`src/rtl/load_store_unit.sv`:
```
// Load/store unit: moves one load or store per request between the pipeline and a
// single-outstanding memory port, handling lane steering, extension and bus faults.
module load_store_unit #(
  parameter int unsigned TIMEOUT = 16
) (
  input  logic        clk,
  input  logic        rst_n,
  input  logic        MemRead,
  input  logic        MemWrite,
  input  logic [2:0]  funct3,
  input  logic [31:0] ALUResult,
  input  logic [31:0] ReadData2,
  input  logic        mem_ack,
  input  logic [31:0] mem_rdata,
  output logic        mem_req,
  output logic        mem_we,
  output logic [31:0] mem_addr,
  output logic [31:0] mem_wdata,
  output logic [3:0]  mem_wstrb,
  output logic [31:0] LoadData,
  output logic        stall,
  output logic        fault,
  output logic [1:0]  fault_code
);

  typedef enum logic [1:0] {StIdle, StWait, StDone} state_e;

  state_e      state_q, state_d;
  logic [7:0]  cnt_q, cnt_d;
  logic        mem_req_q, mem_req_d;
  logic        mem_we_q, mem_we_d;
  logic [31:0] mem_addr_q, mem_addr_d;
  logic [31:0] mem_wdata_q, mem_wdata_d;
  logic [3:0]  mem_wstrb_q, mem_wstrb_d;
  logic [31:0] load_data_q, load_data_d;
  logic [1:0]  fault_code_q, fault_code_d;
  logic [1:0]  addr_lo_q, addr_lo_d;
  logic [2:0]  funct3_q, funct3_d;
  logic        is_load_q, is_load_d;

  logic        req, illegal, misaligned, timeout;
  logic [3:0]  st_wstrb;
  logic [31:0] st_wdata;
  logic [7:0]  ld_byte;
  logic [15:0] ld_half;
  logic [31:0] ld_ext;

  assign req     = MemRead | MemWrite;
  assign timeout = (cnt_q == 8'(TIMEOUT - 1));

  // Decode the incoming request; illegal takes priority over misaligned.
  always_comb begin
    illegal = 1'b0;
    if (MemRead && MemWrite) begin
      illegal = 1'b1;
    end else if (MemRead) begin
      illegal = !(funct3 inside {3'b000, 3'b001, 3'b010, 3'b100, 3'b101});
    end else begin
      illegal = !(funct3 inside {3'b000, 3'b001, 3'b010});
    end
    misaligned = ((funct3[1:0] == 2'b01) && ALUResult[0]) ||
                 ((funct3[1:0] == 2'b10) && (ALUResult[1:0] != 2'b00));
  end

  always_comb begin
    st_wstrb = 4'b1111;
    st_wdata = ReadData2;
    unique case (funct3[1:0])
      2'b00: begin
        st_wstrb = 4'b0001 << ALUResult[1:0];
        st_wdata = {4{ReadData2[7:0]}};
      end
      2'b01: begin
        st_wstrb = 4'b0011 << {ALUResult[1], 1'b0};
        st_wdata = {2{ReadData2[15:0]}};
      end
      default: ;
    endcase
  end

  always_comb begin
    ld_byte = mem_rdata[7:0];
    unique case (addr_lo_q)
      2'b00: ld_byte = mem_rdata[7:0];
      2'b01: ld_byte = mem_rdata[15:8];
      2'b10: ld_byte = mem_rdata[23:16];
      default: ld_byte = mem_rdata[31:24];
    endcase
    ld_half = addr_lo_q[1] ? mem_rdata[31:16] : mem_rdata[15:0];
    unique case (funct3_q)
      3'b000:  ld_ext = {{24{ld_byte[7]}}, ld_byte};
      3'b001:  ld_ext = {{16{ld_half[15]}}, ld_half};
      3'b100:  ld_ext = {24'h0, ld_byte};
      3'b101:  ld_ext = {16'h0, ld_half};
      default: ld_ext = mem_rdata;
    endcase
  end

  always_ff @(posedge clk or negedge rst_n) begin
    if (!rst_n) state_q <= StIdle;
    else        state_q <= state_d;
  end

  always_comb begin
    state_d = state_q;
    unique case (state_q)
      StIdle:  if (req) state_d = (illegal || misaligned) ? StDone : StWait;
      StWait:  if (mem_ack || timeout) state_d = StDone;
      StDone:  state_d = StIdle;
      default: state_d = StIdle;
    endcase
  end

  always_comb begin
    stall      = ((state_q == StIdle) && req) || (state_q == StWait);
    fault      = (state_q == StDone) && (fault_code_q != 2'b00);
    fault_code = (state_q == StDone) ? fault_code_q : 2'b00;
    mem_req    = mem_req_q;
    mem_we     = mem_we_q;
    mem_addr   = mem_addr_q;
    mem_wdata  = mem_wdata_q;
    mem_wstrb  = mem_wstrb_q;
    LoadData   = load_data_q;
  end

  always_comb begin
    cnt_d        = cnt_q;
    mem_req_d    = mem_req_q;
    mem_we_d     = mem_we_q;
    mem_addr_d   = mem_addr_q;
    mem_wdata_d  = mem_wdata_q;
    mem_wstrb_d  = mem_wstrb_q;
    load_data_d  = load_data_q;
    fault_code_d = fault_code_q;
    addr_lo_d    = addr_lo_q;
    funct3_d     = funct3_q;
    is_load_d    = is_load_q;
    unique case (state_q)
      StIdle: begin
        if (req) begin
          addr_lo_d = ALUResult[1:0];
          funct3_d  = funct3;
          is_load_d = MemRead;
          if (illegal) begin
            fault_code_d = 2'b10;
          end else if (misaligned) begin
            fault_code_d = 2'b01;
          end else begin
            cnt_d       = 8'h00;
            mem_req_d   = 1'b1;
            mem_we_d    = MemWrite;
            mem_addr_d  = {ALUResult[31:2], 2'b00};
            mem_wdata_d = MemWrite ? st_wdata : 32'h0;
            mem_wstrb_d = MemWrite ? st_wstrb : 4'h0;
          end
        end
      end
      StWait: begin
        if (mem_ack || timeout) begin
          mem_req_d   = 1'b0;
          mem_we_d    = 1'b0;
          mem_wdata_d = 32'h0;
          mem_wstrb_d = 4'h0;
          if (mem_ack) begin
            if (is_load_q) load_data_d = ld_ext;
          end else begin
            fault_code_d = 2'b11;
          end
        end else begin
          cnt_d = cnt_q + 8'd1;
        end
      end
      default: fault_code_d = 2'b00;
    endcase
  end

  always_ff @(posedge clk or negedge rst_n) begin
    if (!rst_n) begin
      cnt_q        <= 8'h00;
      mem_req_q    <= 1'b0;
      mem_we_q     <= 1'b0;
      mem_addr_q   <= 32'h0;
      mem_wdata_q  <= 32'h0;
      mem_wstrb_q  <= 4'h0;
      load_data_q  <= 32'h0;
      fault_code_q <= 2'b00;
      addr_lo_q    <= 2'b00;
      funct3_q     <= 3'b000;
      is_load_q    <= 1'b0;
    end else begin
      cnt_q        <= cnt_d;
      mem_req_q    <= mem_req_d;
      mem_we_q     <= mem_we_d;
      mem_addr_q   <= mem_addr_d;
      mem_wdata_q  <= mem_wdata_d;
      mem_wstrb_q  <= mem_wstrb_d;
      load_data_q  <= load_data_d;
      fault_code_q <= fault_code_d;
      addr_lo_q    <= addr_lo_d;
      funct3_q     <= funct3_d;
      is_load_q    <= is_load_d;
    end
  end

endmodule

```
`config.mk`:
```
export PLATFORM = sky130hd
export DESIGN_NAME = load_store_unit
export DESIGN_NICKNAME = d
export VERILOG_FILES = /design/src/rtl/load_store_unit.sv
export SDC_FILE = /design/constraint.sdc
export NUM_CORES = 1
export LEC_CHECK = 0
export ABC_AREA = 1
export CAP_MARGIN = 40
export CORE_MARGIN = 3
export CORE_UTILIZATION = 42
export CTS_CLUSTER_SIZE = 16
export DETAILED_ROUTE_END_ITERATION = 16
export PLACE_DENSITY = 0.75
export SYNTH_ARGS = -nofsm -noshare
export SYNTH_HDL_FRONTEND = slang
export SYNTH_SLANG_ARGS = --single-unit
```
`constraint.sdc`:
```
create_clock -name clk -period 4.69 [get_ports clk]
set_input_delay 1.1725 -clock clk [delete_from_list [all_inputs] [get_ports clk]]
set_output_delay 1.1725 -clock clk [all_outputs]
set_load 0.02 [all_outputs]
```
* Word-level counts from Yosys, hierarchy flattened
Index checks and enable logic that the tools add are counted.
** Word-level totals
- Bits in registers :: 118
- Word-level logic and storage cells :: 111
- Bits of input ports :: 104
** Operators by class
- $add $sub $neg :: 1
- Shifts and indexed selects :: 2
- Eq/ne operators :: 21
- Muxes and demuxes :: 44
- Bitwise gates (word level) :: 3
- Reductions and logical operators :: 28
** Operators with widths (count)
- $mux W32 :: 5
- $pmux W32 S2 :: 2
- $pmux W32 S4 :: 1
- $mux W8 :: 4
- $pmux W8 S3 :: 1
- $mux W4 :: 5
- $mux W2 :: 9
- $mux W16 :: 1
- $pmux W4 S2 :: 2
- $pmux W8 S2 :: 1
- $eq A3 B3 Y1 const B :: 4
- $ne A2 B2 Y1 const B :: 6
- $reduce_and A4 Y1 :: 3
- $reduce_and A5 Y1 :: 2
- $mux W1 :: 9
- $add A8 B1 Y8 const B :: 1
- $eq A8 B4 Y1 const B :: 1
- $pmux W2 S2 :: 2
- $eq A2 B1 Y1 const B :: 3
- $eq A2 B2 Y1 const B :: 3
- $eq A3 B1 Y1 const B :: 2
- $logic_not A2 Y1 :: 3
- $logic_not A3 Y1 :: 2
- $reduce_bool A2 Y1 :: 3
- other kinds (13) :: 24

* Logic depth before layout (Yosys ltp)
- Depth in word-level cells :: 9
- Gate-level depth with buffers :: 11
- Depth with buffers taken out :: 10

* Worst setup path before layout
OpenSTA, ideal clock, no wires.
- Path type :: input-to-output
- From :: input MemRead
- To :: output stall
- Data required time :: 3518 ps
- Slack :: 1934 ps
- Data arrival time :: 1584 ps
- Stages on the path :: 2
- Cells stage by stage :: nor2_1 -> a21oi_1
** On the way
- Cells in the longest elaborated chain, start to end :: 3
** Ends and longest elaborated chain
- start, declared :: RTL line 8 : input logic MemRead,
- $or A1 B1 Y1 :: RTL line 48 : assign req = MemRead | MemWrite;
- $logic_and A1 B1 Y1 :: RTL line 115 : stall = ((state_q == StIdle) && req) || (state_q == StWait);
- $logic_or A1 B1 Y1 :: RTL line 115
- end, declared :: RTL line 21 : output logic stall,
No other way between the ends.

* Final worst setup path
Same ends and word-level chain as after synthesis.

==> impl_metrics.prom <==
# TYPE chip_impl_metric gauge
chip_impl_metric{name="final_estimated_routing_congestion_in_global_placement",unit=""} 0.886
chip_impl_metric{name="detail_route.drc_violations",unit=""} 0
chip_impl_metric{name="cts-buffers-inserted",unit=""} 17
chip_impl_metric{name="stdcell_area",unit="sq um"} 9040
chip_impl_metric{name="die_h",unit="microns"} 128
chip_impl_metric{name="worst_r2r_path_depth",unit=""} 8
chip_impl_metric{name="antenna_violations_before_repair",unit=""} 0
chip_impl_metric{name="adder_cell_fraction_of_synth_area",unit="%"} 0.200
chip_impl_metric{name="hold_buffers",unit=""} 0
chip_impl_metric{name="overall_global_routing_resource_usage",unit="%"} 22.0
chip_impl_info{name="rsz0062_at_grt",value="false"} 1
chip_impl_metric{name="timing.critical_path.required",unit="ns"} 3.52
chip_impl_metric{name="synth.top_cell.area_share",unit="%"} 47.2
chip_impl_info{name="critical_path.startpoint_type",value="input port"} 1
chip_impl_metric{name="synth_cell_types",unit=""} 41
chip_impl_info{name="setup.worst_path.class",value="input port to output port"} 1
chip_impl_metric{name="cp_num_cells",unit=""} 4
chip_impl_metric{name="viasPerCell",unit=""} 4.80
chip_impl_metric{name="worst_vdd_rail_ir_drop",unit="mV"} 0.380
chip_impl_metric{name="worst-slew-pin-transition",unit="ns"} 0.755
chip_impl_metric{name="synthesis.instances",unit=""} 833
chip_impl_metric{name="drt_iter0_drc",unit=""} 325
chip_impl_metric{name="synth-compound-area-share",unit="%"} 14.6
chip_impl_metric{name="nNetsFinal",unit=""} 1133
chip_impl_metric{name="placement.io_buffers",unit=""} 207
chip_impl_metric{name="rows",unit=""} 43
chip_impl_metric{name="first_pass_grt_wire_length",unit="microns"} 28600
chip_impl_metric{name="synth-xor-area-share",unit="%"} 0.420
chip_impl_metric{name="path_max_fanout",unit=""} 4
chip_impl_metric{name="post_placement_cell_area",unit="sq um"} 8440
chip_impl_metric{name="p_per_area",unit="nW/um^2"} 625
chip_impl_info{name="worstSetupStartpoint",value="MemRead"} 1
chip_impl_info{name="ys_top_cells_by_area",value="sky130_fd_sc_hd__dfrtp_1, sky130_fd_sc_hd__nand2_1, sky130_fd_sc_hd__inv_1, sky130_fd_sc_hd__o21bai_1, sky130_fd_sc_hd__o21ai_1"} 1
chip_impl_metric{name="synth.cell_area",unit="sq um"} 6260
chip_impl_metric{name="fmax",unit="GHz"} 0.269
chip_impl_metric{name="fp.coreArea",unit="sq um"} 14200
chip_impl_metric{name="power.static_leakage",unit="nW"} 4.50
chip_impl_info{name="synth_area_leader_cell",value="sky130_fd_sc_hd__dfrtp_1"} 1
chip_impl_metric{name="synth-seq-area-share",unit="%"} 47.2
chip_impl_metric{name="fill_cells",unit=""} 1260
chip_impl_metric{name="dp.final_hpwl",unit="microns"} 12800
chip_impl_metric{name="finalCriticalPeriod",unit="ns"} 3.72
chip_impl_metric{name="htree_num_levels",unit=""} 4
chip_impl_metric{name="yosys-mux-area-fraction",unit="%"} 0
chip_impl_metric{name="summed_negative_setup_slack_over_all_endpoints",unit="ns"} 0
chip_impl_metric{name="flow.area_growth_from_synthesis",unit="%"} 44.4
chip_impl_metric{name="drive_above_1_share",unit="%"} 6.44
chip_impl_metric{name="clkSlewWorstSetupHoldPaths",unit="ns"} 0.05
chip_impl_metric{name="routed_wl",unit="microns"} 18000
chip_impl_metric{name="fin_crit_sh",unit="%"} 79.3
chip_impl_info{name="tritoncts",value="done"} 1
chip_impl_metric{name="sinks_on_the_clock_net",unit=""} 118
chip_impl_metric{name="worst_clock_skew",unit="ns"} 0.00734
chip_impl_metric{name="post_drt_wl_per_cell",unit="microns"} 14.7
chip_impl_info{name="critical_path.cell_chain",value="clkdlybuf4s50_1 -> nor2_1 -> a21oi_1 -> clkdlybuf4s50_1"} 1
chip_impl_info{name="status",value="completed"} 1
chip_impl_info{name="critical_path.reg2reg.endpoint",value="LoadData[21]"} 1
chip_impl_metric{name="antenna_cells_inserted",unit=""} 0
chip_impl_info{name="clock_tree.root_cell",value="sky130_fd_sc_hd__clkbuf_16"} 1
chip_impl_metric{name="slew-limit-headroom",unit="%"} 49.4
chip_impl_metric{name="synthArstFlopShare",unit="%"} 100
chip_impl_metric{name="hold_viol",unit=""} 0
chip_impl_metric{name="routed-via-count",unit=""} 5862
chip_impl_metric{name="mapped_avg_cell_area",unit="sq um"} 7.52
chip_impl_metric{name="cts.repair_timing.setup_buffer_count",unit=""} 0
chip_impl_metric{name="synth-simple-area-share",unit="%"} 26.4
chip_impl_info{name="cell_family_with_the_largest_share_of_critical_path_delay",value="buffers and inverters"} 1
chip_impl_metric{name="globalRoute.totalOverflow",unit=""} 0
chip_impl_metric{name="timing.critical_path.arrival",unit="ns"} 2.55
chip_impl_metric{name="clk-insertion-delay-late",unit="ns"} 0.41
chip_impl_info{name="hold_path.class",value="flip-flop to flip-flop"} 1
chip_impl_metric{name="ios",unit=""} 210
chip_impl_metric{name="starting_density",unit="%"} 44.1
chip_impl_metric{name="synth_seq_cells",unit=""} 118
chip_impl_metric{name="report.final.setup_viol",unit=""} 0
chip_impl_metric{name="postRouteAntennaNets",unit=""} 0
chip_impl_metric{name="report.final.slew_viol_count",unit=""} 0
chip_impl_metric{name="maxCapViolations",unit=""} 0
chip_impl_info{name="critPathSlowestCell",value="sky130_fd_sc_hd__clkdlybuf4s50_1"} 1
chip_impl_info{name="worst_setup_path_end_kind",value="output port"} 1
chip_impl_metric{name="r2r_slack",unit="ns"} 2.35
chip_impl_metric{name="grt_pass1_vias",unit=""} 5531
chip_impl_metric{name="grt_start_max_net_pins",unit=""} 119
chip_impl_metric{name="peak_per_stage_delay_on_the_critical_path",unit="ns"} 0.61
chip_impl_metric{name="synth_enable_flop_cells",unit=""} 0
chip_impl_metric{name="finalCoreUtilization",unit="%"} 63.7
chip_impl_info{name="dominantRegCellSynth",value="sky130_fd_sc_hd__dfrtp_1"} 1
chip_impl_info{name="synth_top_family_by_area",value="simple AND/OR/NAND/NOR gates"} 1
chip_impl_metric{name="yosysWarnings",unit=""} 0
chip_impl_metric{name="drt_first_pass_iters",unit=""} 5
chip_impl_metric{name="cts.repair.resized",unit=""} 0
chip_impl_metric{name="path_buf_inv",unit=""} 2
chip_impl_metric{name="die_area",unit="sq um"} 16400
chip_impl_metric{name="cts.path.max_buffers",unit=""} 2
chip_impl_info{name="critical_r2r_launch",value="state_q[1]"} 1
chip_impl_info{name="crit_end",value="stall"} 1
chip_impl_metric{name="die_w",unit="microns"} 128
chip_impl_info{name="cpMostUsedCell",value="sky130_fd_sc_hd__clkdlybuf4s50_1"} 1
## Yosys cell counts (2+ instances only)
library cell and n:
sky130_fd_sc_hd__nand2_1 267, sky130_fd_sc_hd__inv_1 119, sky130_fd_sc_hd__dfrtp_1 118, sky130_fd_sc_hd__o21ai_1 51, sky130_fd_sc_hd__nor2_1 45, sky130_fd_sc_hd__o21bai_1 39, sky130_fd_sc_hd__o21ai_0 33, sky130_fd_sc_hd__nand3_1 32
sky130_fd_sc_hd__buf_2 20, sky130_fd_sc_hd__or2_1 14, sky130_fd_sc_hd__a21oi_1 13, sky130_fd_sc_hd__clkbuf_1 10, sky130_fd_sc_hd__inv_2 9, sky130_fd_sc_hd__buf_4 8, sky130_fd_sc_hd__o211ai_1 7, sky130_fd_sc_hd__nor3_1 6
sky130_fd_sc_hd__o22ai_1 6, sky130_fd_sc_hd__nand2_2 5, sky130_fd_sc_hd__or2_0 3, sky130_fd_sc_hd__clkinv_1 2, sky130_fd_sc_hd__nand3_2 2, sky130_fd_sc_hd__nand4_1 2, sky130_fd_sc_hd__nor2_2 2, sky130_fd_sc_hd__nor2_8 2
sky130_fd_sc_hd__xor2_1 2
## registers in the layout, summed over array words and instances, names as in the netlist, 3 cells and up
signal,flops
LoadData,32
mem_wdata,32
mem_addr,30
cnt_q,8
mem_wstrb,4
funct3_q,3
## cell type report
class | instances | area (sq um) | share of cell area, %
multi-input cells | 547 | 2620 | 28.9
flip-flops and latches | 118 | 2950 | 32.7
repair buffers | 214 | 2150 | 23.8
well taps | 180 | 225 | 2.49
inverters | 130 | 488 | 5.40
clock buffers | 19 | 453 | 5.01
clock inverters | 13 | 154 | 1.70
## kinds of logic (layout without fill, tap and decap cells)
group | count (synthesis) | count (layout)
and+or+nand+nor | 386 | 386
buffers and inverters | 169 | 376
AOI/OAI and AO/OA | 155 | 155
DFF | 118 | 118
xor gates and xnor gates | 3 | 3
adders and majority gates | 1 | 1
other | 1 | 2
## placed cells by master, fill, tap and decap left out, types with 3 or more instances in the layout
cell	instances
sky130_fd_sc_hd__nor2_1	45
sky130_fd_sc_hd__o21bai_1	39
sky130_fd_sc_hd__a21oi_1	13
sky130_fd_sc_hd__clkdlybuf4s50_1	206
sky130_fd_sc_hd__inv_2	9
sky130_fd_sc_hd__nor3_1	6
sky130_fd_sc_hd__dfrtp_1	118
sky130_fd_sc_hd__nand2_1	267
sky130_fd_sc_hd__clkinvlp_4	4
sky130_fd_sc_hd__o211ai_1	7
sky130_fd_sc_hd__o22ai_1	6
sky130_fd_sc_hd__o21ai_0	33
sky130_fd_sc_hd__or2_0	3
sky130_fd_sc_hd__clkbuf_16	17
sky130_fd_sc_hd__nand2_2	5
sky130_fd_sc_hd__inv_1	119
sky130_fd_sc_hd__or2_1	14
sky130_fd_sc_hd__buf_4	6
sky130_fd_sc_hd__bufinv_16	3
sky130_fd_sc_hd__nand3_1	32
sky130_fd_sc_hd__clkinv_2	5
sky130_fd_sc_hd__o21ai_1	51
## worst min-delay path by stage
stage / from / endpoint / slack [ns] / cells past startpoint
floorplan: fault_code_q[0] / fault_code_q[0] / 0.46 / 2
global placement: LoadData[1] / LoadData[1] / 0.46 / 2
detailed placement: LoadData[12] / LoadData[12] / 0.46 / 2
CTS: LoadData[12] / LoadData[12] / 0.48 / 2
global route: LoadData[8] / LoadData[8] / 0.50 / 2
finish: LoadData[13] / LoadData[13] / 0.48 / 2
## per-layer routing
layer  track usage, %  up-vias  share of wire, %
li1                 -     2989                 -
met3             5.46       27               5.7
met4             7.37        0               2.4
met1             29.8     2653                45
met5                0        -                 0
met2             34.6      193                47
## where the power goes
group          leakage [nW]  switching, mW  internal (mW)
combinational          2.69           1.49           1.14
clock                 0.291          0.463          0.858
sequential             1.51          0.270           1.43
## through the flow
step | hold slack (ns) | worst slack [ns] | total power [mW] | std cells
final | 0.477 | 0.969 | 5.66 | 1221
after global routing | 0.497 | 0.869 | 6.01 | 1221
after CTS | 0.480 | 0.956 | 5.70 | 1221
after detailed placement | 0.465 | 0.970 | 4.34 | 1189
after global placement | 0.461 | 0.993 | 4.27 | 1188
after floorplan | 0.459 | 1.93 | 3.18 | 834
## worst register-to-register path, cell delays in order, from the launching register on
cell and delay [ns]:
sky130_fd_sc_hd__dfrtp_1 0.44, sky130_fd_sc_hd__inv_2 0.11, sky130_fd_sc_hd__nand2_2 0.13, sky130_fd_sc_hd__inv_2 0.11, sky130_fd_sc_hd__nand3_2 0.32, sky130_fd_sc_hd__inv_2 0.67, sky130_fd_sc_hd__nand2_1 0.16, sky130_fd_sc_hd__o21ai_1 0.20
sky130_fd_sc_hd__inv_1 0.08
Power figures use the tool's default switching activity.
